<file path="src/rtl/uart_pkg.sv">
// Shared definitions for the UART receive side: auto-baud FSM states and
// sync-character constants.
package uart_pkg;

   typedef enum logic [1:0] {
      IDLE    = 2'd0,
      ARMED   = 2'd1,
      MEASURE = 2'd2,
      DONE    = 2'd3
   } bd_state_e;

   localparam logic [7:0]  SYNC_CHAR       = 8'h55;
   localparam int unsigned SYNC_FALL_EDGES = 32'd4;
   localparam int unsigned SYNC_BITS_LOG2  = 32'd3;

   // Absolute difference of two unsigned counts, widened to 32 bits.
   function automatic logic [31:0] abs_diff(input logic [31:0] a, input logic [31:0] b);
      logic [31:0] d;
      if (a >= b) begin
         d = a - b;
      end else begin
         d = b - a;
      end
      return d;
   endfunction

endpackage

</file>
<file path="src/rtl/sync_2ff.sv">
// Two-flop synchronizer for a single asynchronous level; reset value is
// configurable so an idle-high line powers up idle.
module sync_2ff #(
   parameter logic RST_VAL = 1'b1
) (
   input  logic clk_i,
   input  logic rst_ni,
   input  logic d_i,
   output logic q_o
);

   logic meta_q;
   logic sync_q;

   // Two-stage capture of the asynchronous input.
   always_ff @(posedge clk_i or negedge rst_ni) begin
      if (!rst_ni) begin
         meta_q <= RST_VAL;
         sync_q <= RST_VAL;
      end else begin
         meta_q <= d_i;
         sync_q <= meta_q;
      end
   end

   assign q_o = sync_q;

endmodule

</file>
<file path="src/rtl/baud_detect.sv">
// Auto-baud detector: times the five falling edges of a 0x55 sync character
// and reports rounded clocks-per-bit plus the half period.
module baud_detect
   import uart_pkg::*;
#(
   parameter int unsigned CNT_W        = 32'd16,
   parameter int unsigned MIN_BIT_CLKS = 32'd8,
   parameter int unsigned TOL_SHIFT    = 32'd2
) (
   input  logic             sys_clk,
   input  logic             reset,
   input  logic             detect_en,
   input  logic             rx,
   output logic [CNT_W-1:0] bit_clks,
   output logic [CNT_W-1:0] half_clks,
   output logic             valid,
   output logic             error,
   output logic             busy
);

   localparam logic [CNT_W-1:0] CNT_MAX   = {CNT_W{1'b1}};
   localparam logic [CNT_W-1:0] CNT_ONE   = CNT_W'(32'd1);
   localparam logic [CNT_W-1:0] MIN_CLKS  = CNT_W'(MIN_BIT_CLKS);
   localparam logic [CNT_W:0]   ROUND_ADD = (CNT_W+1)'(32'd1 << (SYNC_BITS_LOG2 - 32'd1));
   localparam logic [1:0]       LAST_EDGE = 2'(SYNC_FALL_EDGES - 32'd1);

   logic             rx_s;
   logic             rx_prev_q;
   logic             fall_s;

   bd_state_e        state_q;
   logic [CNT_W-1:0] total_q;
   logic [CNT_W-1:0] interval_q;
   logic [CNT_W-1:0] first_q;
   logic [1:0]       edge_cnt_q;
   logic [CNT_W-1:0] bit_clks_q;
   logic [CNT_W-1:0] half_clks_q;
   logic             valid_q;
   logic             error_q;
   logic             busy_q;

   logic [CNT_W-1:0] total_d;
   logic [CNT_W-1:0] interval_d;
   logic [CNT_W:0]   round_sum_s;
   logic [CNT_W-1:0] result_s;
   logic             tol_ok_s;

   sync_2ff #(
      .RST_VAL(1'b1)
   ) u_rx_sync (
      .clk_i (sys_clk),
      .rst_ni(reset),
      .d_i   (rx),
      .q_o   (rx_s)
   );

   // Previous synchronized level for falling-edge detection.
   always_ff @(posedge sys_clk or negedge reset) begin
      if (!reset) begin
         rx_prev_q <= 1'b1;
      end else begin
         rx_prev_q <= rx_s;
      end
   end

   assign fall_s      = rx_prev_q & ~rx_s;
   assign total_d     = total_q + CNT_ONE;
   assign interval_d  = interval_q + CNT_ONE;
   assign round_sum_s = {1'b0, total_q} + ROUND_ADD;
   assign result_s    = CNT_W'(round_sum_s >> SYNC_BITS_LOG2);
   assign tol_ok_s    = abs_diff(32'(interval_q), 32'(first_q)) <= 32'(first_q >> TOL_SHIFT);

   // Measurement FSM with registered result and status outputs.
   always_ff @(posedge sys_clk or negedge reset) begin
      if (!reset) begin
         state_q     <= IDLE;
         total_q     <= '0;
         interval_q  <= '0;
         first_q     <= '0;
         edge_cnt_q  <= 2'd0;
         bit_clks_q  <= '0;
         half_clks_q <= '0;
         valid_q     <= 1'b0;
         error_q     <= 1'b0;
         busy_q      <= 1'b0;
      end else begin
         valid_q <= 1'b0;
         error_q <= 1'b0;
         // Lags the state by one cycle so busy drops together with valid.
         busy_q  <= (state_q == ARMED) || (state_q == MEASURE);
         case (state_q)
            IDLE: begin
               if (detect_en && rx_s) begin
                  state_q <= ARMED;
               end else begin
                  state_q <= IDLE;
               end
            end
            ARMED: begin
               if (!detect_en) begin
                  state_q <= IDLE;
               end else if (fall_s) begin
                  state_q    <= MEASURE;
                  total_q    <= CNT_ONE;
                  interval_q <= CNT_ONE;
                  edge_cnt_q <= 2'd0;
               end else begin
                  state_q <= ARMED;
               end
            end
            MEASURE: begin
               if (!detect_en) begin
                  state_q <= IDLE;
               end else if (total_q == CNT_MAX) begin
                  error_q <= 1'b1;
                  state_q <= IDLE;
               end else if (fall_s) begin
                  if (edge_cnt_q == 2'd0) begin
                     first_q    <= interval_q;
                     total_q    <= total_d;
                     interval_q <= CNT_ONE;
                     edge_cnt_q <= edge_cnt_q + 2'd1;
                  end else if (!tol_ok_s) begin
                     error_q <= 1'b1;
                     state_q <= IDLE;
                  end else if (edge_cnt_q == LAST_EDGE) begin
                     state_q <= DONE;
                  end else begin
                     total_q    <= total_d;
                     interval_q <= CNT_ONE;
                     edge_cnt_q <= edge_cnt_q + 2'd1;
                  end
               end else begin
                  total_q    <= total_d;
                  interval_q <= interval_d;
               end
            end
            DONE: begin
               if (result_s >= MIN_CLKS) begin
                  bit_clks_q  <= result_s;
                  half_clks_q <= result_s >> 1;
                  valid_q     <= 1'b1;
               end else begin
                  error_q <= 1'b1;
               end
               state_q <= IDLE;
            end
            default: begin
               state_q <= IDLE;
            end
         endcase
      end
   end

   assign bit_clks  = bit_clks_q;
   assign half_clks = half_clks_q;
   assign valid     = valid_q;
   assign error     = error_q;
   assign busy      = busy_q;

endmodule

</file>
<file path="config.mk">
export PLATFORM = sky130hd
export DESIGN_NAME = baud_detect
export DESIGN_NICKNAME = d
export VERILOG_FILES = /design/src/rtl/uart_pkg.sv /design/src/rtl/sync_2ff.sv /design/src/rtl/baud_detect.sv
export SDC_FILE = /design/constraint.sdc
export NUM_CORES = 1
export LEC_CHECK = 0
export BUFFER_PORTS_ARGS = -buffer_cell sky130_fd_sc_hd__buf_2
export CORE_MARGIN = 1.5
export CORE_UTILIZATION = 45
export CTS_BUF_LIST = sky130_fd_sc_hd__clkbuf_2
export DETAILED_ROUTE_END_ITERATION = 10
export PLACE_DENSITY_LB_ADDON = 0.3
export SLEW_MARGIN = 10
export SYNTH_ARGS = -nofsm -noshare
export SYNTH_HDL_FRONTEND = slang
export SYNTH_SLANG_ARGS = --single-unit
</file>
<file path="constraint.sdc">
create_clock -name sys_clk -period 6.13 [get_ports sys_clk]
set_input_delay 0.3065 -clock sys_clk [delete_from_list [all_inputs] [get_ports sys_clk]]
set_output_delay 0.3065 -clock sys_clk [all_outputs]
set_load 0.03 [all_outputs]
</file>
---- After elaboration in Yosys (flattened, before gate mapping) ----
Cells that the tools add are included.
word-level totals
  register bits ........................... 85
  output and inout bits ................... 35
  logic and storage cells ................. 97
operators by class
  reduce and logical (&&, ||, !) cells .... 10
  $lt $le $gt $ge ......................... 3
  muxes and demuxes ....................... 45
  add/sub/neg operators ................... 6
  equality and inequality tests ........... 17
  bitwise gates (word level) .............. 3
operator list
  cell                                                                number
  2-to-1 mux 16 bit                                                   14
  one-hot mux 16 bit (2 select lines)                                 2
  subtractor 16 x 16 -> 17 bit                                        2
  adder 16 x 1 -> 16 bit, second input constant                       2
  less-or-equal comparator 32 x 14 -> 1 bit                           1
  2-to-1 mux 2 bit                                                    16
  2-to-1 mux 32 bit                                                   1
  adder 16 x 3 -> 17 bit, second input constant                       1
  == test 16 bit, second input constant                               1
  greater-or-equal comparator 16 bit                                  1
  greater-or-equal comparator 14 x 4 -> 1 bit, second input constant  1
  != test 2 bit, second input constant                                5
  2-to-1 mux 1 bit                                                    9
  != test 4 x 3 -> 1 bit, second input constant                       2
  != test 4 bit, second input constant                                2
  one-hot mux 2 bit (4 select lines)                                  1
  AND reduction 8 bit                                                 1
  AND reduction 7 bit                                                 1
  == test 2 bit, second input constant                                3
  != test 5 x 3 -> 1 bit, second input constant                       1
  AND reduction 5 bit                                                 1
  logical NOT 2 bit                                                   2
  one-hot mux 2 bit (2 select lines)                                  1
  != test 3 x 2 -> 1 bit, second input constant                       1
  11 further kinds                                                    12

---- Longest topological paths before layout ----
  word-level depth ........................ 9
  mapped depth ............................ 27

---- Cells and area by module ----
Synthesis repeated with hierarchy kept, for this count alone.
second synthesis, totals
  cell total of the unflattened synthesis .. 710
  area total of the unflattened synthesis .. 5874.4 sq um
by module, submodules not included
  module       times used  cells each  area an instance (sq um)  sequential area each (sq um)
  baud_detect  1           708         5821.8                    1752.9
  sync_2ff     1           2           52.6                      52.6

---- Least setup slack after synthesis ----
Ideal clock, no wire load.
  path type ............................... reg2reg
  start point ............................. register interval_q[12]
  end point ............................... register total_q[14]
  clock period less this slack ............ 5206 ps
  library setup time ...................... 121 ps
  cell stages (with the launch flop) ...... 28
  path slack .............................. 924 ps
  data arrival time ....................... 5085 ps
  data required time ...................... 6009 ps
  cells stage by stage .................... dfrtp_1 inv_1 ha_1 buf_6 and2_4 and3_4 a41oi_4 nand4_1 nand2_2 mux2_2 a22o_1 o21ai_0 nand2_1 a31oi_1 xnor2_1 ha_1 and4_1 nand4_1 a21oi_1 a211oi_1 a21oi_1 nor3_1 a21oi_1 or4b_4 nand2_4 buf_8 nand2_1 a22o_1
between the ends
  word-level cells in the longest chain between the ends .. 5
  elaborated cells on any way between the ends .. 7
  classes of those cells .................. add/sub (2); order compare (2); eq/ne (1); mux (1); reduce/logical (1)
RTL lines
  what                                                  RTL line            RTL
  start: declaration                                    baud_detect.sv:33   logic [CNT_W-1:0] interval_q;
  start signal: assignment                              baud_detect.sv:135  interval_q <= interval_d;
  subtractor 16 x 16 -> 17 bit (tied with other cells)  uart_pkg.sv:22      d = b - a;
  2-to-1 mux 32 bit (*)                                 uart_pkg.sv:19      if (a >= b) begin
  less-or-equal comparator 32 x 14 -> 1 bit (*)         baud_detect.sv:71   assign tol_ok_s = abs_diff(32'(interval_q), 32'(first_q)) <= 32'(first_q >> TOL_SHIFT);
  != test 4 x 3 -> 1 bit (no line) (*)                  -
  AND reduction 7 bit (no line) (*)                     -
  end signal: assignment                                baud_detect.sv:120  total_q <= total_d;
  end signal: assignment                                baud_detect.sv:129  total_q <= total_d;
  end signal: assignment                                baud_detect.sv:134  total_q <= total_d;
  end: declaration                                      baud_detect.sv:32   logic [CNT_W-1:0] total_q;
Every way passes the cells marked *; elsewhere a longest branch is shown, timed or not.
A chain may end at the register's enable or synchronous reset.

---- Worst setup path after layout ----
  start point ............................. register interval_q[12]
  end point ............................... register total_q[5]
The elaborated chain is that of the path after synthesis.

==> results.json <==
{
  "maxSlewHeadroom": 0.306,
  "firstDrtPassIters": 5,
  "worst_setup_path_end_kind": "flip-flop",
  "grt_pass1_vias": 4959,
  "syn-cell-area_mm2": 0.00586,
  "top_layer": "met4",
  "ys_seq_area_frac": 0.308,
  "ys_ff_latch": 72,
  "port_buffers": 33,
  "ant_nets": 0,
  "gr-total-overflow": 0,
  "worstSetupPathType": "flip-flop to flip-flop",
  "fillers": 1278,
  "wl_met1_um": 6700,
  "ys_types": 73,
  "drt_iter0_drc": 375,
  "cts_sinks": 72,
  "synth-simple-area-share": 0.196,
  "cp.arrival_ns": 6.24,
  "synth_compound_area_frac": 0.233,
  "pwr-share-comb": 0.515,
  "hold_viol_final": 0,
  "synth_warnings": 0,
  "antenna_found_initial": 0,
  "tightest_slew_ns": 1.04,
  "synth-xor-area-share": 0.0418,
  "async_flop_share": 1.00,
  "p_int_mw": 0.872,
  "cts-root-buf": "clkbuf_2",
  "drive_gt1_frac": 0.125,
  "worst-path-max-fanout": 12,
  "via_count": 5143,
  "clkLatencyLatePin_ns": 0.53,
  "start_util": 0.463,
  "die_area_mm2": 0.0137,
  "slew_violations": 0,
  "leakage_nw": 2.83,
  "drt_wl_total_um": 14800,
  "wl_per_cell_um": 16.5,
  "skew_ns": 0.0297,
  "outcome": "complete, no violations",
  "power_switching_mw": 0.617,
  "fin_crit_ns": 5.81,
  "vdd_drop_max_mv": 0.171,
  "muxShareOfSynthArea": 0.00939,
  "finalSetupViolations": 0,
  "ys.flop_type": "dfrtp_1",
  "crit_required_ns": 6.56,
  "fp-row-count": 41,
  "power_mw": 1.49,
  "worstHoldPathType": "primary input to flip-flop",
  "pre_cts_slack_ns": 0.338,
  "synth_edf_count": 0,
  "met2_length_um": 7230,
  "multiInputGateArea_mm2": 0.00358,
  "die_h_um": 117,
  "routed_via_density": 5.76,
  "clockBufferDepth": 2,
  "critPathLaunchType": "flip-flop",
  "clockPowerShare": 0.150,
  "synthAdderAreaFrac": 0.126,
  "cts_tree": "built",
  "fin_ws_ns": 0.318,
  "route.detailed.drc": 0,
  "grt.total_usage": 0.227,
  "place.gp.congestion": 0.950,
  "synth_top_family_by_area": "compound AO/OA/AOI/OAI gates",
  "diodes": 0,
  "seqPwrFrac": 0.335,
  "max_freq_mhz": 172,
  "postSynthAreaPerCell_um2": 8.35,
  "p_per_area_mw_per_mm2": 240,
  "drv_cap": 0,
  "grt_pass1_wl_um": 24400,
  "grt_start_max_net_pins": 73,
  "wl_met3_um": 561,
  "dieWidth_um": 117,
  "seq_area_mm2": 0.00181,
  "min_period_over_period": 0.948,
  "cts_buffers": 9,
  "coreArea_mm2": 0.0127,
  "syn_to_final_growth_pct": 6.02,
  "fin_nets": 779,
  "swShare": 0.414,
  "hpwl_um": 11300,
  "cts.clk_slew.worst_paths_ns": 0.21,
  "io_pins": 39,
  "synthCells": 702,
  "htreeDepth": 3,
  "r2r_slack_ns": 0.32
}
## power groups by stage
| stage | Sequential, mW | Clock, mW | Combinational [mW] |
|---|---|---|---|
| after floorplan | 0.508 | 0 | 0.522 |
| after global placement | 0.506 | 0 | 0.739 |
| after detailed placement | 0.507 | 0 | 0.747 |
| after CTS | 0.499 | 0.230 | 0.754 |
| after global routing | 0.501 | 0.251 | 0.835 |
| final | 0.499 | 0.223 | 0.767 |
## placed cells by master, fill, tap and decap left out, types with 7 or more instances in the layout
cell and instances:
nand2_1 79, nand4_1 11, buf_2 33, a21o_1 18, a21oi_1 31, buf_4 11, xnor2_1 18, o21ai_1 9
o211ai_1 7, ha_1 55, xor2_1 10, dfrtp_1 66, nand3_1 27, o21ai_0 53, a31oi_1 15, nor3_1 20
nor2_1 48, inv_1 52, clkbuf_2 9, a22o_1 14, nor4_1 8
## critical path, cell delays in order, from the launching register on
cell and delay [ns]:
dfrtp_1 0.47, inv_1 0.13, ha_2 0.36, and2_4 0.21, and3_4 0.20, a41oi_4 0.25, nand4_1 0.23, nand2_4 0.18
mux2_2 0.38, a22o_1 0.20, o21ai_0 0.14, nand2_1 0.14, a31oi_1 0.23, xnor2_1 0.15, ha_1 0.27, and4_1 0.18
nand4_1 0.11, a21oi_1 0.05, a211oi_1 0.18, a21oi_1 0.13, a211oi_1 0.21, a21oi_1 0.11, or4b_4 0.60, nand2_4 0.14
buf_12 0.15, nand2_1 0.05, a22o_1 0.23
## through the flow
step | std cells | hold slack [ns] | TNS, ns | utilization | area [um^2]
final | 893 | 0.0748 | 0 | 0.490 | 6210
after global placement | 875 | 0.347 | 0 | 0.481 | 6090
after global routing | 893 | 0.0417 | -0.0163 | 0.490 | 6210
after floorplan | 706 | 0.0109 | 0 | - | 5880
after detailed placement | 875 | 0.348 | 0 | 0.481 | 6090
after CTS | 892 | 0.0485 | 0 | 0.489 | 6200
## metal layers
layer  GRT usage  vias to the layer above
met1       0.301                     2450
met4      0.0659                        0
met3      0.0366                       28
li1            -                     2514
met5           0                        -
met2       0.385                      151
## path summary, 6_finish.rpt
| path | from | end | depth (start not counted) |
|---|---|---|---|
| min reg2reg | u_rx_sync.meta_q | u_rx_sync.q_o | 0 |
| max | interval_q[12] | total_q[5] | 26 |
| max reg2reg | interval_q[12] | total_q[5] | 26 |
| max in group asynchronous | reset | interval_q[13] | 3 |
| min in group asynchronous | reset | half_clks[5] | 3 |
| min | detect_en | state_q[0] | 3 |
## flip-flops by register name (all words and copies together) (netlist names), 2 cells and up
register    flops
total_q        16
half_clks      13
state_q         2
interval_q     16
first_q        16
edge_cnt_q      2
## repair_timing
item,4_1_cts,5_1_grt
gates resized for setup,0,5
hold buffers,2,0
setup buffers,0,1
endpoints found under the hold margin,34,0
setup endpoints to repair,0,27
## cells by family (layout without fill, tap and decap cells)
| logic type | after synthesis | after routing |
|---|---|---|
| simple gates | 236 | 236 |
| compound gates | 201 | 201 |
| buf+inv | 101 | 116 |
| flops | 72 | 72 |
| fa+ha+maj | 58 | 58 |
| xor+xnor | 28 | 28 |
| mux | 5 | 5 |
| other cells | 1 | 5 |
## cell usage after synthesis (all sizes together), types with 7 or more instances
| cell type | n | area (um^2) |
|---|---|---|
| nor2 | 48 | 180 |
| nor3 | 21 | 110 |
| nand4 | 11 | 68.8 |
| a21o | 18 | 135 |
| dfrtp | 69 | 1730 |
| clkbuf | 20 | 75.1 |
| nand2 | 81 | 314 |
| a21oi | 32 | 171 |
| a22o | 14 | 123 |
| xnor2 | 18 | 158 |
| nand3 | 27 | 135 |
| and2 | 8 | 55.1 |
| inv | 52 | 195 |
| nor4 | 8 | 50.1 |
| xor2 | 10 | 87.6 |
| o21ai | 62 | 310 |
| buf | 29 | 224 |
| ha | 56 | 701 |
| o211ai | 7 | 52.6 |
| a31oi | 15 | 93.8 |
## area by class of cell
cell class / count / area share
Sequential cell: 72 / 0.291
Multi-Input combinational cell: 533 / 0.577
Clock buffer: 9 / 0.00725
Inverter: 52 / 0.0314
Clock inverter: 6 / 0.00604
Timing Repair Buffer: 49 / 0.0527
Tap cell: 172 / 0.0346
No activity file was read; power rests on OpenSTA's default activity.
